`src/rtl/ivector_requester_if.sv`:
```
// Signal bundle between the say/heard requester (master) and the vector block / test harness
// (slave).
interface ivector_requester_if #(
    parameter int unsigned DATA_WIDTH = 32,
    parameter int unsigned CNT_WIDTH  = 16
) ();
    logic                  start_ena;
    logic [CNT_WIDTH-1:0]  start_count;
    logic                  start_rdy;
    logic                  say_ena;
    logic [DATA_WIDTH-1:0] say_meth;
    logic [DATA_WIDTH-1:0] say_v;
    logic                  say_rdy;
    logic                  heard_ena;
    logic [DATA_WIDTH-1:0] heard_meth;
    logic [DATA_WIDTH-1:0] heard_v;
    logic                  heard_rdy;
    logic                  done_ena;
    logic [CNT_WIDTH-1:0]  rsp_count;
    logic [CNT_WIDTH-1:0]  err_count;

    modport master (
        input  start_ena, start_count, say_rdy, heard_ena, heard_meth, heard_v,
        output start_rdy, say_ena, say_meth, say_v, heard_rdy, done_ena, rsp_count, err_count
    );

    modport slave (
        output start_ena, start_count, say_rdy, heard_ena, heard_meth, heard_v,
        input  start_rdy, say_ena, say_meth, say_v, heard_rdy, done_ena, rsp_count, err_count
    );
endinterface

```
`src/rtl/ivector_requester.sv`:
```
// Round-robin say() traffic source with per-channel outstanding limit and in-order heard()
// data checking; counts responses and errors per run.
module ivector_requester #(
    parameter int unsigned NCHAN      = 10,
    parameter int unsigned DATA_WIDTH = 32,
    parameter int unsigned MAX_OUT    = 4,
    parameter int unsigned CNT_WIDTH  = 16
) (
    input  logic                i_clk,
    input  logic                i_rst,
    ivector_requester_if.master io_bus
);
    localparam int unsigned IdxW = (NCHAN > 1) ? $clog2(NCHAN) : 1;
    localparam int unsigned OutW = $clog2(MAX_OUT + 1);
    localparam logic [CNT_WIDTH-1:0] CntMax = '1;
    localparam logic [IdxW-1:0]      LastCh = IdxW'(NCHAN - 1);
    localparam logic [OutW-1:0]      OutMax = OutW'(MAX_OUT);

    typedef enum logic [1:0] {StIdle, StIssue, StDrain} state_t;

    state_t                r_state;
    logic [CNT_WIDTH-1:0]  r_seq;
    logic [CNT_WIDTH-1:0]  r_count;
    logic [CNT_WIDTH-1:0]  r_rsp;
    logic [CNT_WIDTH-1:0]  r_err;
    logic [IdxW-1:0]       r_rr;
    logic [OutW-1:0]       r_out    [NCHAN];
    logic [DATA_WIDTH-1:0] r_expect [NCHAN];
    logic                  r_say_ena;
    logic                  r_done;
    logic                  r_heard_rdy;

    state_t                w_state_d;
    logic [IdxW-1:0]       w_rr_d;
    logic [OutW-1:0]       w_out_d  [NCHAN];
    logic [IdxW-1:0]       w_hm;
    logic                  w_start;
    logic                  w_xfer;
    logic                  w_heard;
    logic                  w_in_range;
    logic                  w_solicited;
    logic                  w_mismatch;
    logic                  w_rsp_ok;
    logic                  w_err_inc;
    logic                  w_last;
    logic                  w_all_idle;

    always_comb begin
        w_start    = (r_state == StIdle) && io_bus.start_ena;
        w_xfer     = r_say_ena && io_bus.say_rdy;
        w_heard    = io_bus.heard_ena && r_heard_rdy;
        w_in_range = io_bus.heard_meth < DATA_WIDTH'(NCHAN);
        w_hm       = io_bus.heard_meth[IdxW-1:0];

        // Only look up per-channel state once the channel number is known to be valid.
        w_solicited = 1'b0;
        w_mismatch  = 1'b0;
        if (w_in_range) begin
            w_solicited = (r_out[w_hm] != '0);
            w_mismatch  = (io_bus.heard_v != r_expect[w_hm]);
        end
        w_rsp_ok  = w_heard && w_solicited;
        w_err_inc = w_heard && (!w_solicited || w_mismatch);

        w_last     = (r_seq == (r_count - CNT_WIDTH'(1)));
        w_all_idle = 1'b1;
        for (int c = 0; c < NCHAN; c++) begin
            if (r_out[c] != '0) begin
                w_all_idle = 1'b0;
            end
        end

        // A say and a heard on the same channel in one cycle cancel out.
        for (int c = 0; c < NCHAN; c++) begin
            w_out_d[c] = r_out[c]
                       + OutW'(w_xfer && (r_rr == IdxW'(c)))
                       - OutW'(w_rsp_ok && (w_hm == IdxW'(c)));
        end

        w_rr_d = r_rr;
        if (w_start) begin
            w_rr_d = '0;
        end else if (w_xfer) begin
            w_rr_d = (r_rr == LastCh) ? '0 : r_rr + 1'b1;
        end

        w_state_d = r_state;
        unique case (r_state)
            StIdle: begin
                if (w_start && (io_bus.start_count != '0)) begin
                    w_state_d = StIssue;
                end
            end
            StIssue: begin
                if (w_xfer && w_last) begin
                    w_state_d = StDrain;
                end
            end
            StDrain: begin
                if (w_all_idle) begin
                    w_state_d = StIdle;
                end
            end
            default: w_state_d = StIdle;
        endcase
    end

    always_ff @(posedge i_clk) begin
        if (i_rst) begin
            r_state     <= StIdle;
            r_seq       <= '0;
            r_count     <= '0;
            r_rsp       <= '0;
            r_err       <= '0;
            r_rr        <= '0;
            r_say_ena   <= 1'b0;
            r_done      <= 1'b0;
            r_heard_rdy <= 1'b0;
            for (int c = 0; c < NCHAN; c++) begin
                r_out[c]    <= '0;
                r_expect[c] <= DATA_WIDTH'(c);
            end
        end else begin
            r_heard_rdy <= 1'b1;
            r_state     <= w_state_d;
            r_rr        <= w_rr_d;
            for (int c = 0; c < NCHAN; c++) begin
                r_out[c] <= w_out_d[c];
            end
            // Strict round-robin: a full channel stalls the whole stream rather than being skipped.
            r_say_ena <= (w_state_d == StIssue) && (w_out_d[w_rr_d] < OutMax);
            r_done    <= (w_start && (io_bus.start_count == '0))
                      || ((r_state == StDrain) && w_all_idle);

            if (w_start) begin
                r_count <= io_bus.start_count;
                r_seq   <= '0;
                r_rsp   <= '0;
                r_err   <= '0;
                for (int c = 0; c < NCHAN; c++) begin
                    r_expect[c] <= DATA_WIDTH'(c);
                end
            end else begin
                if (w_xfer) begin
                    r_seq <= r_seq + 1'b1;
                end
                if (w_rsp_ok) begin
                    r_rsp          <= r_rsp + 1'b1;
                    r_expect[w_hm] <= r_expect[w_hm] + DATA_WIDTH'(NCHAN);
                end
                if (w_err_inc && (r_err != CntMax)) begin
                    r_err <= r_err + 1'b1;
                end
            end
        end
    end

    assign io_bus.start_rdy = (r_state == StIdle);
    assign io_bus.say_ena   = r_say_ena;
    assign io_bus.say_meth  = DATA_WIDTH'(r_rr);
    assign io_bus.say_v     = DATA_WIDTH'(r_seq);
    assign io_bus.heard_rdy = r_heard_rdy;
    assign io_bus.done_ena  = r_done;
    assign io_bus.rsp_count = r_rsp;
    assign io_bus.err_count = r_err;

    // A back-pressured request must keep its channel and payload.
    a_say_stable: assert property (@(posedge i_clk) disable iff (i_rst)
        (r_say_ena && !io_bus.say_rdy) |=> ($stable(r_rr) && $stable(r_seq)));

    for (genvar g = 0; g < NCHAN; g++) begin : g_out_chk
        a_out_bound: assert property (@(posedge i_clk) disable iff (i_rst)
            r_out[g] <= OutMax);
    end
endmodule

```
`src/flat_wrapper.sv`:
```
// flat-port wrapper written by rule: the top's interface ports become plain ports
module ivector_requester_flat 
#(
    parameter int unsigned NCHAN      = 10,
    parameter int unsigned DATA_WIDTH = 32,
    parameter int unsigned MAX_OUT    = 4,
    parameter int unsigned CNT_WIDTH  = 16
)
  (i_clk, i_rst, io_bus_start_ena, io_bus_start_count, io_bus_say_rdy, io_bus_heard_ena, io_bus_heard_meth, io_bus_heard_v, io_bus_start_rdy, io_bus_say_ena, io_bus_say_meth, io_bus_say_v, io_bus_heard_rdy, io_bus_done_ena, io_bus_rsp_count, io_bus_err_count);
  ivector_requester_if #(.DATA_WIDTH(DATA_WIDTH), .CNT_WIDTH(CNT_WIDTH)) io_bus_i ();
  input  logic i_clk;
  input  logic i_rst;
  input wire logic [$bits(io_bus_i.start_ena)-1:0] io_bus_start_ena;
  input wire logic [$bits(io_bus_i.start_count)-1:0] io_bus_start_count;
  input wire logic [$bits(io_bus_i.say_rdy)-1:0] io_bus_say_rdy;
  input wire logic [$bits(io_bus_i.heard_ena)-1:0] io_bus_heard_ena;
  input wire logic [$bits(io_bus_i.heard_meth)-1:0] io_bus_heard_meth;
  input wire logic [$bits(io_bus_i.heard_v)-1:0] io_bus_heard_v;
  output wire logic [$bits(io_bus_i.start_rdy)-1:0] io_bus_start_rdy;
  output wire logic [$bits(io_bus_i.say_ena)-1:0] io_bus_say_ena;
  output wire logic [$bits(io_bus_i.say_meth)-1:0] io_bus_say_meth;
  output wire logic [$bits(io_bus_i.say_v)-1:0] io_bus_say_v;
  output wire logic [$bits(io_bus_i.heard_rdy)-1:0] io_bus_heard_rdy;
  output wire logic [$bits(io_bus_i.done_ena)-1:0] io_bus_done_ena;
  output wire logic [$bits(io_bus_i.rsp_count)-1:0] io_bus_rsp_count;
  output wire logic [$bits(io_bus_i.err_count)-1:0] io_bus_err_count;
  assign io_bus_i.start_ena = io_bus_start_ena;
  assign io_bus_i.start_count = io_bus_start_count;
  assign io_bus_i.say_rdy = io_bus_say_rdy;
  assign io_bus_i.heard_ena = io_bus_heard_ena;
  assign io_bus_i.heard_meth = io_bus_heard_meth;
  assign io_bus_i.heard_v = io_bus_heard_v;
  assign io_bus_start_rdy = io_bus_i.start_rdy;
  assign io_bus_say_ena = io_bus_i.say_ena;
  assign io_bus_say_meth = io_bus_i.say_meth;
  assign io_bus_say_v = io_bus_i.say_v;
  assign io_bus_heard_rdy = io_bus_i.heard_rdy;
  assign io_bus_done_ena = io_bus_i.done_ena;
  assign io_bus_rsp_count = io_bus_i.rsp_count;
  assign io_bus_err_count = io_bus_i.err_count;
  ivector_requester #(.NCHAN(NCHAN), .DATA_WIDTH(DATA_WIDTH), .MAX_OUT(MAX_OUT), .CNT_WIDTH(CNT_WIDTH)) u_core (.i_clk(i_clk), .i_rst(i_rst), .io_bus(io_bus_i));
endmodule
```
`config.mk`:
```
export PLATFORM = sky130hd
export DESIGN_NAME = ivector_requester_flat
export DESIGN_NICKNAME = d
export VERILOG_FILES = /design/src/rtl/ivector_requester_if.sv /design/src/rtl/ivector_requester.sv /design/src/flat_wrapper.sv
export SDC_FILE = /design/constraint.sdc
export NUM_CORES = 1
export LEC_CHECK = 0
export ABC_AREA = 1
export BUFFER_PORTS_ARGS = -buffer_cell sky130_fd_sc_hd__buf_2
export CAP_MARGIN = 25
export CORE_ASPECT_RATIO = 2
export CORE_UTILIZATION = 40
export CTS_BUF_LIST = sky130_fd_sc_hd__clkbuf_8
export DETAILED_ROUTE_END_ITERATION = 10
export GPL_ROUTABILITY_DRIVEN = 1
export SLEW_MARGIN = 40
export SYNTH_ARGS = -nofsm -noshare
export SYNTH_HDL_FRONTEND = slang
export SYNTH_SLANG_ARGS = --single-unit
export TNS_END_PERCENT = 20
```
`constraint.sdc`:
```
create_clock -name i_clk -period 7.5 [get_ports i_clk]
set_input_delay 1.5 -clock i_clk [delete_from_list [all_inputs] [get_ports i_clk]]
set_output_delay 1.5 -clock i_clk [all_outputs]
set_load 0.005 [all_outputs]
```
== Word level (Yosys, flattened, before mapping) ==
Memories as Yosys holds them, arrays and structs flattened.
Cells that the tools add are included.
Storage, ports and cells
  register bits: 73
  memory bits (writable): 350
  input port bits: 85
  output and inout bits: 100
  word-level logic and storage cells: 192
  memories kept: 2
Memory list
  u_core.r_expect: words 10, bits a word 32, read ports 1, clocked after memory_dff 0, write ports 10, line ivector_requester.sv:28  | logic [DATA_WIDTH-1:0] r_expect [NCHAN];
  u_core.r_out: words 10, bits a word 3, read ports 11, clocked after memory_dff 0, write ports 10, line ivector_requester.sv:27  | logic [OutW-1:0] r_out [NCHAN];
Cells by class
  add/subtract/negate cells: 26
  magnitude comparators: 3
  equality and inequality tests: 24
  muxes and demuxes: 55
  bitwise gates (word level): 21
  reduce and logical (&&, ||, !) cells: 52
Operators with widths (count)
  32-bit two-way mux: 11
  16-bit by 1-bit adder with 16-bit output, second input constant: 3
  3-bit two-way mux: 12
  3-bit nonzero test: 11
  32-bit by 4-bit adder with 32-bit output, second input constant: 1
  4-bit by 3-bit == test with 1-bit output, second input constant: 8
  32-bit by 4-bit < comparator with 1-bit output, second input constant: 1
  32-bit != test: 1
  32-bit OR reduction: 1
  1-bit logical AND: 31
  3-bit by 1-bit adder with 3-bit output: 10
  3-bit by 1-bit subtractor with 3-bit output: 10
  1-bit two-way mux: 23
  1-bit OR: 20
  16-bit == test: 1
  4-bit by 2-bit == test with 1-bit output, second input constant: 4
  4-bit == test, second input constant: 4
  16-bit logical NOT: 1
  4-bit two-way mux: 4
  16-bit != test, second input constant: 1
  16-bit nonzero test: 1
  16-bit by 1-bit subtractor with 16-bit output, second input constant: 1
  3-bit binary-select mux with 4-bit select: 1
  4-bit by 1-bit == test with 1-bit output, second input constant: 2
  other kinds (13): 18

== Logic depth before layout (Yosys ltp) ==
An unclocked memory read counts as a cell.
  depth in word-level cells: 16
  depth in mapped cells: 27
  mapped depth without buffers: 23

== Least setup slack after synthesis ==
OpenSTA, ideal clock, no wires.
  path type: input to register
  start: input io_bus_heard_meth[0]
  end: memory u_core.r_expect[8][0] (enable)
  setup time: 0.466 ns
  data arrival time: 5.249 ns
  required time: 7.034 ns
  path slack: 1.785 ns
  stages: 15
  buffers on the path: 3
  path through: buf_4 > inv_2 > nor2_2 > buf_1 > nand2_1 > nand4_1 > nand2_1 > nand3_1 > nand2_1 > nor2_4 > inv_2 > buf_6 > nor2_2 > inv_2 > o21ai_0
RTL lines
  from (decl): line flat_wrapper.sv:17  | input wire logic [$bits(io_bus_i.heard_meth)-1:0] io_bus_heard_meth;
  to (decl): line ivector_requester.sv:28

== Worst setup path in the final report ==
  start: input io_bus_heard_meth[1]
  end: register u_core.r_say_ena (netlist: u_core.io_bus.say_ena)
On the way
  cells in the longest elaborated chain, start to end: 11
  elaborated cells between the ends (all ways): 40
  those cells by class: add/sub: 10; order compare: 2; eq/ne: 9; mux: 4; reduce/logical: 14; memory: 1
RTL lines
  parallel branches: the longest is 6 deep, another holds 32-bit by 4-bit < comparator with 1-bit output
  3-bit binary-select mux with 4-bit select *: line ivector_requester.sv:131  | r_say_ena <= (w_state_d == StIssue) && (w_out_d[w_rr_d] < OutMax);
  3-bit two-way mux (implied by the code) * (2 in a row): line ivector_requester.sv:131
  3-bit < comparator *: line ivector_requester.sv:131
  1-bit logical AND *: line ivector_requester.sv:131
  to (signal assigned): line ivector_requester.sv:131
  to (decl): line ivector_requester.sv:29  | logic r_say_ena;
Every way passes the cells marked *. The select of a mux whose other input is x is not followed.
A chain may end at the register's enable or synchronous reset.

==> impl_table.tex <==
\begin{tabular}{lr}
\hline
Metric & Value \\
\hline
\multicolumn{2}{l}{\textbf{Drt}} \\
Routed length on met2 & 48.22 mm \\
Detailed-route DRC error count & 0 \\
Total via count after detailed routing & 23,520 \\
Top sig layer & met4 \\
Starting DRC count in detailed routing & 1,539 \\
DRT met1 WL & 32.06 mm \\
Total wirelength of the detailed-routed design & 91.58 mm \\
Antenna violation net count after detailed routing & 0 \\
Total length of routed met3 wires & 5.946 mm \\
Detailed Routing Iterations Pass 1 & 5 \\
Average routed wire per standard cell & 19.57 microns \\
Post-DR vias/cell & 5.027 \\
\multicolumn{2}{l}{\textbf{Flow run}} \\
Maximum capacitance violations & 0 \\
\multicolumn{2}{l}{\textbf{Timing}} \\
Slew of the pin with the lowest slew margin & 0.8389 ns \\
Count of final hold-check violations & 0 \\
Maximum achievable frequency & 0.1797 GHz \\
Setup Total Neg Slack & 0 ns \\
Worst clock skew & 0.02806 ns \\
Max-slew violation total from the final report & 0 \\
Final worst path period need & 5.564 ns \\
Fin crit share & 74.19\% \\
Number of endpoints failing setup at the final stage & 0 \\
Setup repair after global routing missed its margin & no \\
Worst slew margin relative to its limit & 44.07\% \\
\multicolumn{2}{l}{\textbf{Critical path}} \\
Master of the slowest instance on the critical path & sky130\_fd\_sc\_hd\_\_o21ai\_0 \\
Crit-path max cell delay & 0.73 ns \\
Type of destination of the critical path & register \\
Crit path DAT & 6.13 ns \\
Crit start category & primary input \\
Cell-by-cell listing of the critical path & buf\_2, buf\_4, o21ai\_0, nand3b\_1, nor2\_1, nand2\_1, nor2\_4, inv\_2, nor2\_1, inv\_2, nor2\_1, ha\_1, inv\_1, ha\_1, fa\_1, xnor2\_1, xor2\_1, inv\_1, o211ai\_1, o211ai\_1, a31oi\_1, nor3b\_1 \\
Worst-path maximum fanout & 54 \\
Most numerous cell on the critical path & sky130\_fd\_sc\_hd\_\_nor2\_1 \\
Required @ worst endpoint & 8.07 ns \\
Worst Setup Path Type & primary input to register \\
\multicolumn{2}{l}{\textbf{Pwr}} \\
Total power density per cell area & 227.2 nW/um\^{}2 \\
Cell leakage power & 14.60 nW \\
Post-layout power & 7.705 mW \\
VDD IR max & 0.1512 mV \\
\multicolumn{2}{l}{\textbf{Clocking}} \\
Count of hold-fix buffers inserted at cts & 0 \\
Root Buffer & sky130\_fd\_sc\_hd\_\_clkbuf\_8 \\
Clk buf depth & 3 \\
Number of buffers created by CTS & 90 \\
Clock latency at the later pin of the worst-skew pair & 0.73 ns \\
Buffers inserted during post-CTS setup optimization & 0 \\
TritonCTS clock tree & done \\
Sink Count & 615 \\
Number of H-tree levels & 3 \\
Clock slew at the register clock pins of the worst setup and hold paths & 0.06 ns \\
Number of instances resized during post-cts repair & 0 \\
\multicolumn{2}{l}{\textbf{GRT}} \\
Wire length of the first global-routing pass & 136.4 mm \\
Pin count of the biggest net entering global routing & 95 \\
Via count of the first global-routing pass & 22,950 \\
Total track usage & 24.44\% \\
GR Overflow Total & 0 \\
Antenna violations before repair & 4 \\
\multicolumn{2}{l}{\textbf{Outcome}} \\
Outcome & complete, no violations \\
\multicolumn{2}{l}{\textbf{Final layout}} \\
Commonest cells after routing, fill and taps aside & sky130\_fd\_sc\_hd\_\_nand2\_1, sky130\_fd\_sc\_hd\_\_edfxtp\_1, sky130\_fd\_sc\_hd\_\_nor2\_1, sky130\_fd\_sc\_hd\_\_inv\_1, sky130\_fd\_sc\_hd\_\_conb\_1 \\
Number of nets at the end of the flow & 3,799 \\
Multi-input gate area in the final layout & 11,290 sq um \\
Signed area change from the synthesized netlist to the final layout & 14.31\% \\
FILL cells & 7,101 \\
Sequential cell area in the final layout & 17,440 sq um \\
Leading cell type in the layout, fill and taps excluded & sky130\_fd\_sc\_hd\_\_nand2\_1 \\
Layout cells sized above 1 & 11.13\% \\
\multicolumn{2}{l}{\textbf{Logic synthesis}} \\
Number of distinct library cells after synthesis & 47 \\
Mean Syn Cell Area & 8.849 sq um \\
Total standard cell area after synthesis & 29,670 sq um \\
Top cell type's share of synthesized area & 51.82\% \\
Cell taking the most area after synthesis & sky130\_fd\_sc\_hd\_\_edfxtp\_1 \\
Post-synthesis simple-gate area fraction & 26.42\% \\
XOR/XNOR share of the synthesized area & 2.273\% \\
Mux cell area share after synthesis & 0\% \\
Cell count after synthesis & 3,353 \\
Combinational family with the most area after synthesis & simple AND/OR/NAND/NOR gates \\
Main area contributors after synthesis & sky130\_fd\_sc\_hd\_\_edfxtp\_1, sky130\_fd\_sc\_hd\_\_nand2\_1, sky130\_fd\_sc\_hd\_\_dfxtp\_1 \\
Share of synthesized area occupied by flip-flops and latches & 58.77\% \\
Syn. warnings & 0 \\
Arithmetic-cell share of the synthesized area counting full adders, half adders and majority gates & 1.729\% \\
Compound-gate portion of the synthesized area & 4.044\% \\
Yosys reg bits & 615 \\
\multicolumn{2}{l}{\textbf{Placement}} \\
Port-buffer cells & 140 \\
RePlAce Congestion & 0.9483 \\
Detailed Place HPWL & 60.19 mm \\
\multicolumn{2}{l}{\textbf{Worst hold path}} \\
Tightest Hold Check Type & register to register \\
\multicolumn{2}{l}{\textbf{Die}} \\
Site row count & 140 \\
Total core area & 73,050 sq um \\
Die ar. & 75,330 sq um \\
Starting utilization of the core area & 40.62\% \\
Die Span X & 194.6 microns \\
Number of top-level pins & 185 \\
Die Height & 387.2 microns \\
\hline
\end{tabular}
## critical path: cells and delay by family
family          cells  cell delay, ns
compound gates      4            1.22
xor+xnor            2            0.35
fa+ha+maj           3            0.73
buf+inv             6            1.03
simple gates        7            1.27
## state kept, by name (all words and copies together), names as in the netlist
| name | flops |
|---|---|
| u_core.io_bus.say_ena | 1 |
| u_core.r_seq | 16 |
| u_core.io_bus.done_ena | 1 |
| u_core.io_bus.rsp_count | 16 |
| u_core.r_rr | 4 |
| u_core.io_bus.heard_rdy | 1 |
| u_core.io_bus.err_count | 16 |
| u_core.r_count | 16 |
| u_core.r_expect | 512 |
| u_core.r_state | 2 |
| u_core.r_out | 30 |
## per-stage QoR
step | area (sq um) | hold slack (ns) | setup slack (ns) | std cells | util, %
after global placement | 31950 | 0.4535 | 1.179 | 4508 | 43.74
after global routing | 33910 | 0.5083 | 1.621 | 4678 | 46.43
after CTS | 33880 | 0.4841 | 1.969 | 4677 | 46.38
final | 33920 | 0.4795 | 1.936 | 4679 | 46.43
after detailed placement | 32020 | 0.4752 | 1.200 | 4510 | 43.83
after floorplan | 30550 | 0.4407 | 1.785 | 3588 | -
## cell usage after synthesis, drive strengths merged
cell type / count
o211ai: 3
clkinv: 8
inv: 250
nand3: 108
or2: 7
o21ai: 68
a211oi: 1
clkbuf: 62
o31ai: 1
conb: 1
and2: 12
buf: 136
nor3b: 4
nand2: 1222
nor2: 505
ha: 25
nand3b: 5
a21o: 1
o221ai: 1
o21bai: 1
nor3: 39
nor4: 14
dfxtp: 103
o22ai: 2
nand4: 41
a21oi: 90
xor2: 53
fa: 10
a22oi: 38
xnor2: 24
a31oi: 2
o21a: 4
edfxtp: 512
## power breakdown
part / total, mW / switching [mW] / internal [mW]
registers: 4.02 / 0.0594 / 3.96
logic: 0.854 / 0.652 / 0.202
clock network: 2.83 / 1.35 / 1.48
## routing by layer
layer  up-vias  GRT usage [%]
li1      11200              -
met1     11120          25.62
met2       936          45.28
met3       260          3.979
met4         0          14.63
met5         -              0
## kinds of logic after synthesis
kind of cell	count (synthesis)
other	1
adders and majority gates	35
and+or+nand+nor	1957
xor gates and xnor gates	77
AOI/OAI and AO/OA	212
DFF	615
buffers and inverters	456
## layout make-up
| type | count | share of cell area (%) |
|---|---|---|
| flip-flops and latches | 615 | 51.41 |
| multi-input cells | 2517 | 33.29 |
| clock buffers | 97 | 3.936 |
| repair buffers | 197 | 3.490 |
| well taps | 923 | 3.405 |
| inverters | 258 | 2.896 |
| clock inverters | 70 | 1.553 |
| diodes | 2 | 0.01476 |
## worst paths after layout
check	start	endpoint	slack, ns	depth (start not counted)
hold reg to reg	u_core.r_count[8]$_SDFFE_PP0P_	u_core.r_count[8]$_SDFFE_PP0P_	0.48	2
setup reg to reg	u_core.r_state[1]$_SDFF_PP0_	u_core.r_expect[6][9]$_SDFFCE_PN0P_	3.58	10
setup / recovery	io_bus_heard_meth[1]	u_core.io_bus.say_ena$_SDFF_PP0_	1.94	22
hold / removal	u_core.r_count[8]$_SDFFE_PP0P_	u_core.r_count[8]$_SDFFE_PP0P_	0.48	2
Power figures use the tool's default switching activity.
